--- config.mk ---
export PLATFORM = sky130hd
export DESIGN_NAME = mul32_seq
export DESIGN_NICKNAME = d
export VERILOG_FILES = /design/src/rtl/mul_pkg.sv /design/src/rtl/mul32_acc.sv /design/src/rtl/mul32_seq.sv
export SDC_FILE = /design/constraint.sdc
export NUM_CORES = 1
export LEC_CHECK = 0
export ABC_AREA = 1
export CAP_MARGIN = 20
export CORE_UTILIZATION = 44
export DETAILED_ROUTE_END_ITERATION = 10
export MAX_ROUTING_LAYER = met4
export SLEW_MARGIN = 40
export SYNTH_ARGS = -nofsm -noshare
export SYNTH_HDL_FRONTEND = slang
export SYNTH_HIERARCHICAL = 1
export SYNTH_SLANG_ARGS = --single-unit
--- constraint.sdc ---
create_clock -name clk -period 7.35 [get_ports clk]
set_clock_uncertainty 0.1 [all_clocks]
set_input_delay 1.47 -clock clk [delete_from_list [all_inputs] [get_ports clk]]
set_output_delay 1.47 -clock clk [all_outputs]
set_load 0.1 [all_outputs]
--- src/rtl/mul_pkg.sv ---
// mul_pkg: op encodings, FSM states and operand helpers for the 32x32 sequencer
package mul_pkg;
  typedef enum logic [1:0] {
    OP_MUL    = 2'd0,
    OP_MULH   = 2'd1,
    OP_MULHSU = 2'd2,
    OP_MULHU  = 2'd3
  } op_e;
  typedef enum logic [1:0] {
    S_IDLE  = 2'd0,
    S_ISSUE = 2'd1,
    S_DRAIN = 2'd2,
    S_DONE  = 2'd3
  } state_e;
  localparam int MULT_LAT_DEF = 1;
  // half-word to 18-bit multiplier operand, sign-extended only when s is set
  function automatic logic [17:0] ext18(input logic [15:0] h, input logic s);
    return {{2{s & h[15]}}, h};
  endfunction
  // partial-product weight in 16-bit units from the issue index: LL=0, LH=1, HL=1, HH=2
  function automatic logic [1:0] shift_of(input logic [1:0] idx);
    return {1'b0, idx[1]} + {1'b0, idx[0]};
  endfunction
endpackage

--- src/rtl/mul32_acc.sv ---
// mul32_acc: tag pipe matching multiplier latency plus 64-bit sign-extend, shift and accumulate
module mul32_acc
  import mul_pkg::*;
#(
  parameter int MULT_LAT = MULT_LAT_DEF
) (
  input  logic        clk,
  input  logic        rst,
  input  logic        clear,
  input  logic        add,
  input  logic [1:0]  shift,
  input  logic [35:0] mul_p,
  output logic [63:0] sum,
  output logic        drained
);
  localparam logic [MULT_LAT-1:0] LAST = MULT_LAT'(1) << (MULT_LAT - 1);
  logic [MULT_LAT-1:0] tv;
  logic [1:0]          ts [MULT_LAT];
  logic [63:0]         acc;
  logic [63:0]         term;
  // the product on mul_p belongs to the tag at the pipe tail; drained means nothing else is in flight
  always_comb begin
    term    = {{28{mul_p[35]}}, mul_p} << {ts[MULT_LAT-1], 4'd0};
    sum     = tv[MULT_LAT-1] ? acc + term : acc;
    drained = !add && (tv & ~LAST) == '0;
  end
  // tags advance one stage per cycle alongside the multiplier; clear drops tags and zeroes the sum
  always_ff @(posedge clk or posedge rst) begin
    if (rst) begin
      tv  <= '0;
      acc <= '0;
      for (int i = 0; i < MULT_LAT; i++) ts[i] <= '0;
    end else if (clear) begin
      tv  <= '0;
      acc <= '0;
    end else begin
      tv[0] <= add;
      ts[0] <= shift;
      for (int i = 1; i < MULT_LAT; i++) begin
        tv[i] <= tv[i-1];
        ts[i] <= ts[i-1];
      end
      acc <= sum;
    end
  end
endmodule

--- src/rtl/mul32_seq.sv ---
// mul32_seq: 32x32 multiply sequencer driving one shared 18x18 signed DSP
module mul32_seq
  import mul_pkg::*;
#(
  parameter int MULT_LAT = MULT_LAT_DEF
) (
  input  logic        clk,
  input  logic        rst,
  input  logic        req_valid,
  output logic        req_ready,
  input  logic [1:0]  req_op,
  input  logic [31:0] req_a,
  input  logic [31:0] req_b,
  input  logic        kill,
  output logic        resp_valid,
  input  logic        resp_ready,
  output logic [31:0] resp_data,
  output logic        busy,
  output logic [17:0] mul_a,
  output logic [17:0] mul_b,
  output logic        mul_en,
  input  logic [35:0] mul_p
);
  state_e      state;
  op_e         op;
  logic [31:0] a, b;
  logic [1:0]  idx, nidx;
  logic        sa, sb, last, clear, issuing, drained;
  logic [17:0] na, nb;
  logic [63:0] sum;
  // operands for the next partial product: idx[1] picks A high, idx[0] picks B high
  always_comb begin
    sa      = op == OP_MULH || op == OP_MULHSU;
    sb      = op == OP_MULH;
    nidx    = idx + 2'd1;
    na      = nidx[1] ? ext18(a[31:16], sa) : {2'b0, a[15:0]};
    nb      = nidx[0] ? ext18(b[31:16], sb) : {2'b0, b[15:0]};
    last    = idx == (op == OP_MUL ? 2'd2 : 2'd3);
    issuing = state == S_ISSUE;
    clear   = state == S_IDLE ? req_valid : kill;
  end
  mul32_acc #(.MULT_LAT(MULT_LAT)) u_acc (
    .clk    (clk),
    .rst    (rst),
    .clear  (clear),
    .add    (issuing),
    .shift  (shift_of(idx)),
    .mul_p  (mul_p),
    .sum    (sum),
    .drained(drained)
  );
  // control FSM with registered handshake and multiplier outputs; kill outranks everything but reset
  always_ff @(posedge clk or posedge rst) begin
    if (rst) begin
      state      <= S_IDLE;
      op         <= OP_MUL;
      a          <= '0;
      b          <= '0;
      idx        <= '0;
      req_ready  <= 1'b1;
      resp_valid <= 1'b0;
      resp_data  <= '0;
      busy       <= 1'b0;
      mul_en     <= 1'b0;
      mul_a      <= '0;
      mul_b      <= '0;
    end else if (state != S_IDLE && kill) begin
      state      <= S_IDLE;
      req_ready  <= 1'b1;
      resp_valid <= 1'b0;
      busy       <= 1'b0;
      mul_en     <= 1'b0;
      mul_a      <= '0;
      mul_b      <= '0;
    end else begin
      case (state)
        S_IDLE: if (req_valid) begin
          state     <= S_ISSUE;
          op        <= op_e'(req_op);
          a         <= req_a;
          b         <= req_b;
          idx       <= '0;
          req_ready <= 1'b0;
          busy      <= 1'b1;
          mul_en    <= 1'b1;
          mul_a     <= {2'b0, req_a[15:0]};
          mul_b     <= {2'b0, req_b[15:0]};
        end
        S_ISSUE: if (last) begin
          state <= S_DRAIN;
          mul_a <= '0;
          mul_b <= '0;
        end else begin
          idx   <= nidx;
          mul_a <= na;
          mul_b <= nb;
        end
        S_DRAIN: if (drained) begin
          state      <= S_DONE;
          resp_valid <= 1'b1;
          mul_en     <= 1'b0;
          resp_data  <= op == OP_MUL ? sum[31:0] : sum[63:32];
        end
        default: if (resp_ready) begin
          state      <= S_IDLE;
          resp_valid <= 1'b0;
          req_ready  <= 1'b1;
          busy       <= 1'b0;
        end
      endcase
    end
  end
endmodule

==> results of run 1 <==
==> report_power, final <==
part / switching, mW / leakage, nW / internal (mW)
clock network: 0.545 / 0.397 / 0.747
registers: 0.311 / 2.61 / 1.64
logic: 4.93 / 7.88 / 1.76
total: 5.78 / 10.9 / 4.14
==> cells in the final DEF (no fill, tap or decap), types with 69 or more instances in the layout <==
master           instances
nand3_1                138
o21ai_0                 87
nand2_1                910
nor2_1                 184
ha_1                    69
inv_1                  419
dfrtp_1                205
buf_2                   72
clkdlybuf4s50_1        106
a21oi_1                103
==> through the flow <==
step	hold WS (ns)	utilization	area, sq um	power [mW]
after floorplan	0.378	-	16400	6.64
after CTS	0.387	0.517	18900	9.86
after global routing	0.402	0.517	18900	10.6
after global placement	0.369	0.503	18400	8.63
final	0.383	0.517	18900	9.93
after detailed placement	0.373	0.495	18100	8.52
==> area by class of cell <==
cell class,instances,area [sq um],share of cell area
sequential,207,5180,0.274
multi-input combinational,1801,9120,0.481
tap,468,586,0.0309
timing repair buffer,194,1560,0.0824
clock inverter,7,71.3,0.00376
clock buffer,43,766,0.0404
inverter,439,1660,0.0875
==> per-layer routing <==
metal  global-route usage  wire length [um]  vias up
li1                     -                 -     8044
met1                0.463             28300     7788
met2                0.530             28300      654
met3               0.0613              5130      128
met4                0.153              3080        0
met5                    -                 0        -
==> state kept, by name, summed over array words and instances (netlist names) <==
name / cells
a: 32
b: 32
busy: 1
idx: 2
mul_a: 17
mul_b: 17
mul_en: 1
op: 2
req_ready: 1
resp_data: 32
resp_valid: 1
state: 2
u_acc/acc: 64
u_acc/ts: 2
u_acc/tv: 1
==> kinds of logic (layout without fill, tap and decap cells) <==
logic type                 after synthesis  after routing
and+or+nand+nor                       1398           1398
AOI/OAI and AO/OA                      250            250
DFF                                    207            207
xor gates and xnor gates                30             30
buffers and inverters                  524            683
muxes                                   52             52
adders and majority gates               71             71
==> path summary, 6_finish.rpt <==
check                      slack, ns  cells past startpoint                        end
hold reg to reg                 0.38                      2         mul_en$_DFFE_PP0P_
min in group asynchronous       1.19                      2    u_acc/acc[41]$_DFF_PP0_
setup / recovery                2.16                     18  resp_data[26]$_DFFE_PP0P_
max in group asynchronous       4.64                      3       state[0]$_DFFE_PP0P_
setup reg to reg                2.16                     18  resp_data[26]$_DFFE_PP0P_
hold / removal                  0.38                      2         mul_en$_DFFE_PP0P_
==> worst max-delay path, cell delays in order (launching register included) <==
cell and delay, ns:
dfrtp_1 0.32, buf_4 0.49, clkinv_1 0.75, nand2_1 0.66
o21ai_0 0.32, ha_1 0.46, nand2_1 0.11, inv_1 0.08
nand2_1 0.15, nor3_1 0.22, nand2_1 0.21, nor2_1 0.14
nand2_1 0.20, nand3_1 0.13, nand3_1 0.12, nand2_1 0.26
inv_1 0.07, o211ai_1 0.16, nand2_1 0.06
==> flow_metrics.py, run 1 <==
metrics = {
    "status": {
        "outcome": "complete, no violations",
    },
    "finish": {
        "fillers": 3877,
        "layout.cells.non_filler": 3159,
        "drive_gt1_frac": 0.123,
        "syn_to_final_growth_pct": 15.7,
        "diodes": 0,
        "fin_nets": 2848,
    },
    "sta": {
        "period_share": 0.706,
        "fmax_mhz": 193,
        "finalSetupTns_ns": 0,
        "hold_viol_final": 0,
        "relSlewSlack": 0.472,
        "setup_viol": 0,
        "tightest_slew_ns": 0.770,
        "drv_slew": 0,
        "layout_min_cycle_time_ns": 5.19,
        "worst_slack_ns": 2.16,
        "rsz0062_at_grt": "no",
    },
    "critical_path": {
        "crit_start": "u_acc/ts[1]$_DFFE_PP0N_",
        "r2r-start": "u_acc/ts[1]$_DFFE_PP0N_",
        "cp.required_ns": 7.69,
        "crit_path_max_fanout": 52,
        "startpoint_type": "flop",
        "arrival_ns": 5.53,
        "critical_path_class": "reg -> reg",
        "endpoint_kind": "flop",
    },
    "routing": {
        "ant_nets": 0,
        "first_pass_iters": 6,
        "drt-initial-drc-count": 1466,
        "via_per_inst": 5.26,
        "vias": 16600,
        "drc": 0,
        "wl_per_cell_um": 20.5,
        "drt-total-wl_um": 64900,
    },
    "clock_tree": {
        "postCtsHoldBufs": 0,
        "postCtsSetupRepairBufs": 0,
        "cts_max_level": 1,
        "clock_latency_ns": 0.57,
        "root_buffer": "clkbuf_16",
        "cts.sinks": 207,
        "numCtsBuffers": 27,
        "clockBufferDepth": 3,
        "post_cts_resized": 0,
        "clk_pin_slew_ns": 0.06,
        "cts_tree": "done",
    },
    "pwr": {
        "leakagePower_nw": 10.9,
        "ir_drop_mv": 0.397,
        "power_density_nw_per_um2": 524,
    },
    "synthesis": {
        "synth_top_area_share": 0.315,
        "ys_seq_area_frac": 0.317,
        "synth_xor_xnor_area_share": 0.0161,
        "synthMuxAreaShare": 0.0347,
        "synth_flop_cell": "dfrtp_1",
        "synth_nets": 2710,
        "synth_adder_area_share": 0.0547,
        "ys_async_sr_fraction": 1.00,
        "synth-edff-count": 0,
        "syn-instance-count": 2532,
        "synth.area.top_cells": "dfrtp_1 31%, nand2_1 21%, inv_1 9.7%, ha_1 5.4%, nand3_1 4.2%",
        "synth_top_cell_by_area": "dfrtp_1",
        "ys_top_cells_by_count": "911 x nand2_1, 421 x inv_1, 206 x dfrtp_1",
        "syn_area_per_cell_sq_um": 6.46,
        "synth-simple-area-share": 0.365,
        "synth_most_common_cell": "nand2_1",
        "ys_ff_latch": 207,
        "syn_area_sq_um": 16400,
        "synth_top_family_by_area": "simple AND/OR/NAND/NOR gates",
        "synth-compound-area-share": 0.0857,
        "yosys_warnings": 6,
        "yosysUniqueCellTypes": 46,
    },
    "floorplan": {
        "start_util": 0.447,
        "core_sq_um": 36600,
        "rows": 70,
        "die_h_um": 195,
        "pin_count": 179,
        "die_x_um": 195,
        "die_area_sq_um": 38000,
    },
    "placed_design": {
        "place_worst_setup_slack_ns": 2.11,
        "dp_hpwl_um": 49900,
        "place_congestion": 1.09,
        "port_buffers": 178,
        "place_inst": 3109,
    },
    "global_routing": {
        "antenna_found_initial": 0,
        "grt_pass1_vias": 15800,
        "grt_pass1_wl_um": 97000,
        "grt_max_degree": 84,
        "grt.total_usage": 0.352,
        "grt-ovfl-total": 0,
    },
    "worst_hold_path": {
        "min_path_type": "reg -> reg",
        "min-delay-start": "mul_en$_DFFE_PP0P_",
    },
    "flow_run": {
        "maxCapViolCount": 0,
    },
}
Note: power is estimated with default switching activity, not from simulation.
==> run 2: changes to the inputs <==
--- a/config.mk
+++ b/config.mk
@@ -10,6 +10,7 @@
 export CORE_UTILIZATION = 44
 export DETAILED_ROUTE_END_ITERATION = 10
 export MAX_ROUTING_LAYER = met4
+export PLACE_DENSITY = 0.67
 export SLEW_MARGIN = 40
 export SYNTH_ARGS = -nofsm -noshare
 export SYNTH_HDL_FRONTEND = slang
==> constraint.sdc (replaced) <==
create_clock -name clk -period 4.35 [get_ports clk]
set_clock_uncertainty 0.1 [all_clocks]
set_input_delay 0.87 -clock clk [delete_from_list [all_inputs] [get_ports clk]]
set_output_delay 0.87 -clock clk [all_outputs]
set_load 0.1 [all_outputs]
==> run 2 against run 1 <==
Against the previous run: critical path depth is 3 higher; largest cell class unchanged; critical path type is now in -> reg; combinational power is 87% higher; sequential cell count stayed put; global-route usage is 1.3 points higher; first-iteration DRC count is 11% lower; clock power is 85% higher; die area stayed put.
==> flow_metrics.py, run 2 (synthesis results as in run 1) <==
metrics = {
    "pwr": {
        "p_clk_frac": 0.131,
        "p_sw_mw": 10.0,
        "power_density_nw_per_um2": 889,
        "p_comb_frac": 0.686,
        "p_int_mw": 8.23,
        "ir_drop_mv": 0.902,
        "sequentialPowerShare": 0.183,
        "p_sw_frac": 0.549,
        "leakagePower_nw": 11.9,
    },
    "critical_path": {
        "cp.required_ns": 4.70,
        "arrival_ns": 4.50,
        "critical_path_class": "in -> reg",
        "endpoint_kind": "flop",
        "startpoint_type": "input pin",
        "crit_path_max_fanout": 5,
    },
    "floorplan": {
        "start_util": 0.447,
        "pin_count": 179,
        "rows": 70,
        "die_x_um": 195,
        "core_sq_um": 36600,
        "die_area_sq_um": 38000,
        "die_h_um": 195,
    },
    "finish": {
        "drive_gt1_frac": 0.181,
        "syn_to_final_growth_pct": 25.4,
        "fin_nets": 3030,
        "top_register": "u_acc/acc",
        "layout.cells.non_filler": 3341,
        "final_common_cell": "nand2_1",
        "fillers": 3720,
        "fin_area_sq_um": 20500,
        "largest_reg_flops": 64,
        "layout_common_cells": "910 x nand2_1, 419 x inv_1, 204 x dfrtp_1",
    },
    "sta": {
        "whs_ns": 0.392,
        "drv_slew": 0,
        "rsz0062_at_grt": "no",
        "relSlewSlack": 0.381,
        "period_share": 0.953,
        "tightest_slew_ns": 0.926,
        "setup_viol": 0,
        "layout_min_cycle_time_ns": 4.15,
        "hold_viol_final": 0,
        "fmax_mhz": 241,
    },
    "status": {
        "outcome": "complete, no violations",
    },
    "routing": {
        "first_pass_iters": 6,
        "drt-total-wl_um": 67000,
        "via_per_inst": 5.18,
        "drc": 0,
        "wl_per_cell_um": 20.0,
        "ant_nets": 0,
        "drt-initial-drc-count": 1298,
        "vias": 17300,
    },
    "global_routing": {
        "antenna_found_initial": 2,
        "grt.total_usage": 0.365,
        "grt-ovfl-total": 0,
        "grt_pass1_vias": 16800,
        "grt_pass1_wl_um": 101000,
        "grt_max_degree": 99,
    },
    "clock_tree": {
        "numCtsBuffers": 26,
        "clk_pin_slew_ns": 0.06,
        "cts_tree": "done",
        "postCtsHoldBufs": 0,
        "postCtsSetupRepairBufs": 0,
        "clockBufferDepth": 3,
        "post_cts_resized": 0,
        "cts_max_level": 1,
        "root_buffer": "clkbuf_16",
        "clock_latency_ns": 0.60,
        "cts.sinks": 207,
    },
    "flow_run": {
        "maxCapViolCount": 0,
    },
    "placed_design": {
        "dp_hpwl_um": 52900,
        "dpl_cell_area_sq_um": 19600,
        "place_inst": 3292,
        "place_congestion": 1.01,
        "port_buffers": 178,
    },
    "worst_hold_path": {
        "min_path_type": "reg -> reg",
    },
}
run 2: cell type report:
cell class	count	area, sq um	area share
inverter	439	1660	0.0807
sequential	207	5180	0.253
clock inverter	11	183	0.00890
clock buffer	35	744	0.0363
timing repair buffer	377	3060	0.149
multi-input combinational	1801	9110	0.444
tap	468	586	0.0285
antenna	3	7.51	0.000366
run 2: final timing paths:
kind                                    startpoint                        to  slack (ns)  cells past startpoint
min                          mul_a[12]$_DFFE_PP0P_     mul_a[12]$_DFFE_PP0P_        0.39                      2
min in group asynchronous                      rst     mul_a[11]$_DFFE_PP0P_        0.62                      2
min reg2reg                  mul_a[12]$_DFFE_PP0P_     mul_a[12]$_DFFE_PP0P_        0.39                      2
max                                       mul_p[0]  resp_data[4]$_DFFE_PP0P_        0.20                     21
max in group asynchronous                      rst        u_acc/tv$_DFF_PP0_        2.57                      3
max reg2reg                u_acc/ts[0]$_DFFE_PP0N_  resp_data[8]$_DFFE_PP0P_        0.29                     21
run 2: worst max-delay path, cell delays in order:
cell and delay, ns:
clkdlybuf4s50_1 0.46, inv_1 0.08, buf_4 0.15, nor3_1 0.25, ha_1 0.26, inv_1 0.07, fa_1 0.35, inv_1 0.15
nand3_1 0.10, nand2_2 0.13, nand3_1 0.10, nand3_2 0.17, nand2_1 0.11, nand2_2 0.13, nand2_1 0.12, nand3_1 0.08
nand3_1 0.07, o21ai_0 0.13, inv_1 0.14, o211ai_1 0.44, nand2_1 0.11
run 2: power by group through the flow:
stage / Clock [mW] / Combinational (mW) / Sequential [mW]
final: 2.39 / 12.5 / 3.34
after global routing: 2.49 / 13.5 / 3.42
after CTS: 2.43 / 12.4 / 3.32
after detailed placement: 0 / 12.3 / 3.33
after global placement: 0 / 12.5 / 3.33
after floorplan: 0 / 6.35 / 4.86
run 2: per-layer routing:
metal,global-route usage,routed length [um],share of wire,vias to the layer above
li1,-,-,-,8417
met1,0.481,29500,0.44,8180
met2,0.579,30600,0.46,594
met3,0.0495,4500,0.067,104
met4,0.115,2360,0.035,0
met5,-,0,0,-
run 2: metrics by stage:
stage	total power, mW	setup slack (ns)	utilization	setup TNS (ns)
after floorplan	11.2	1.06	-	0
after global placement	15.8	-0.256	0.544	-0.498
after detailed placement	15.7	-0.228	0.535	-0.423
after CTS	18.2	0.361	0.561	0
after global routing	19.4	0.0807	0.561	0
final	18.3	0.204	0.561	0
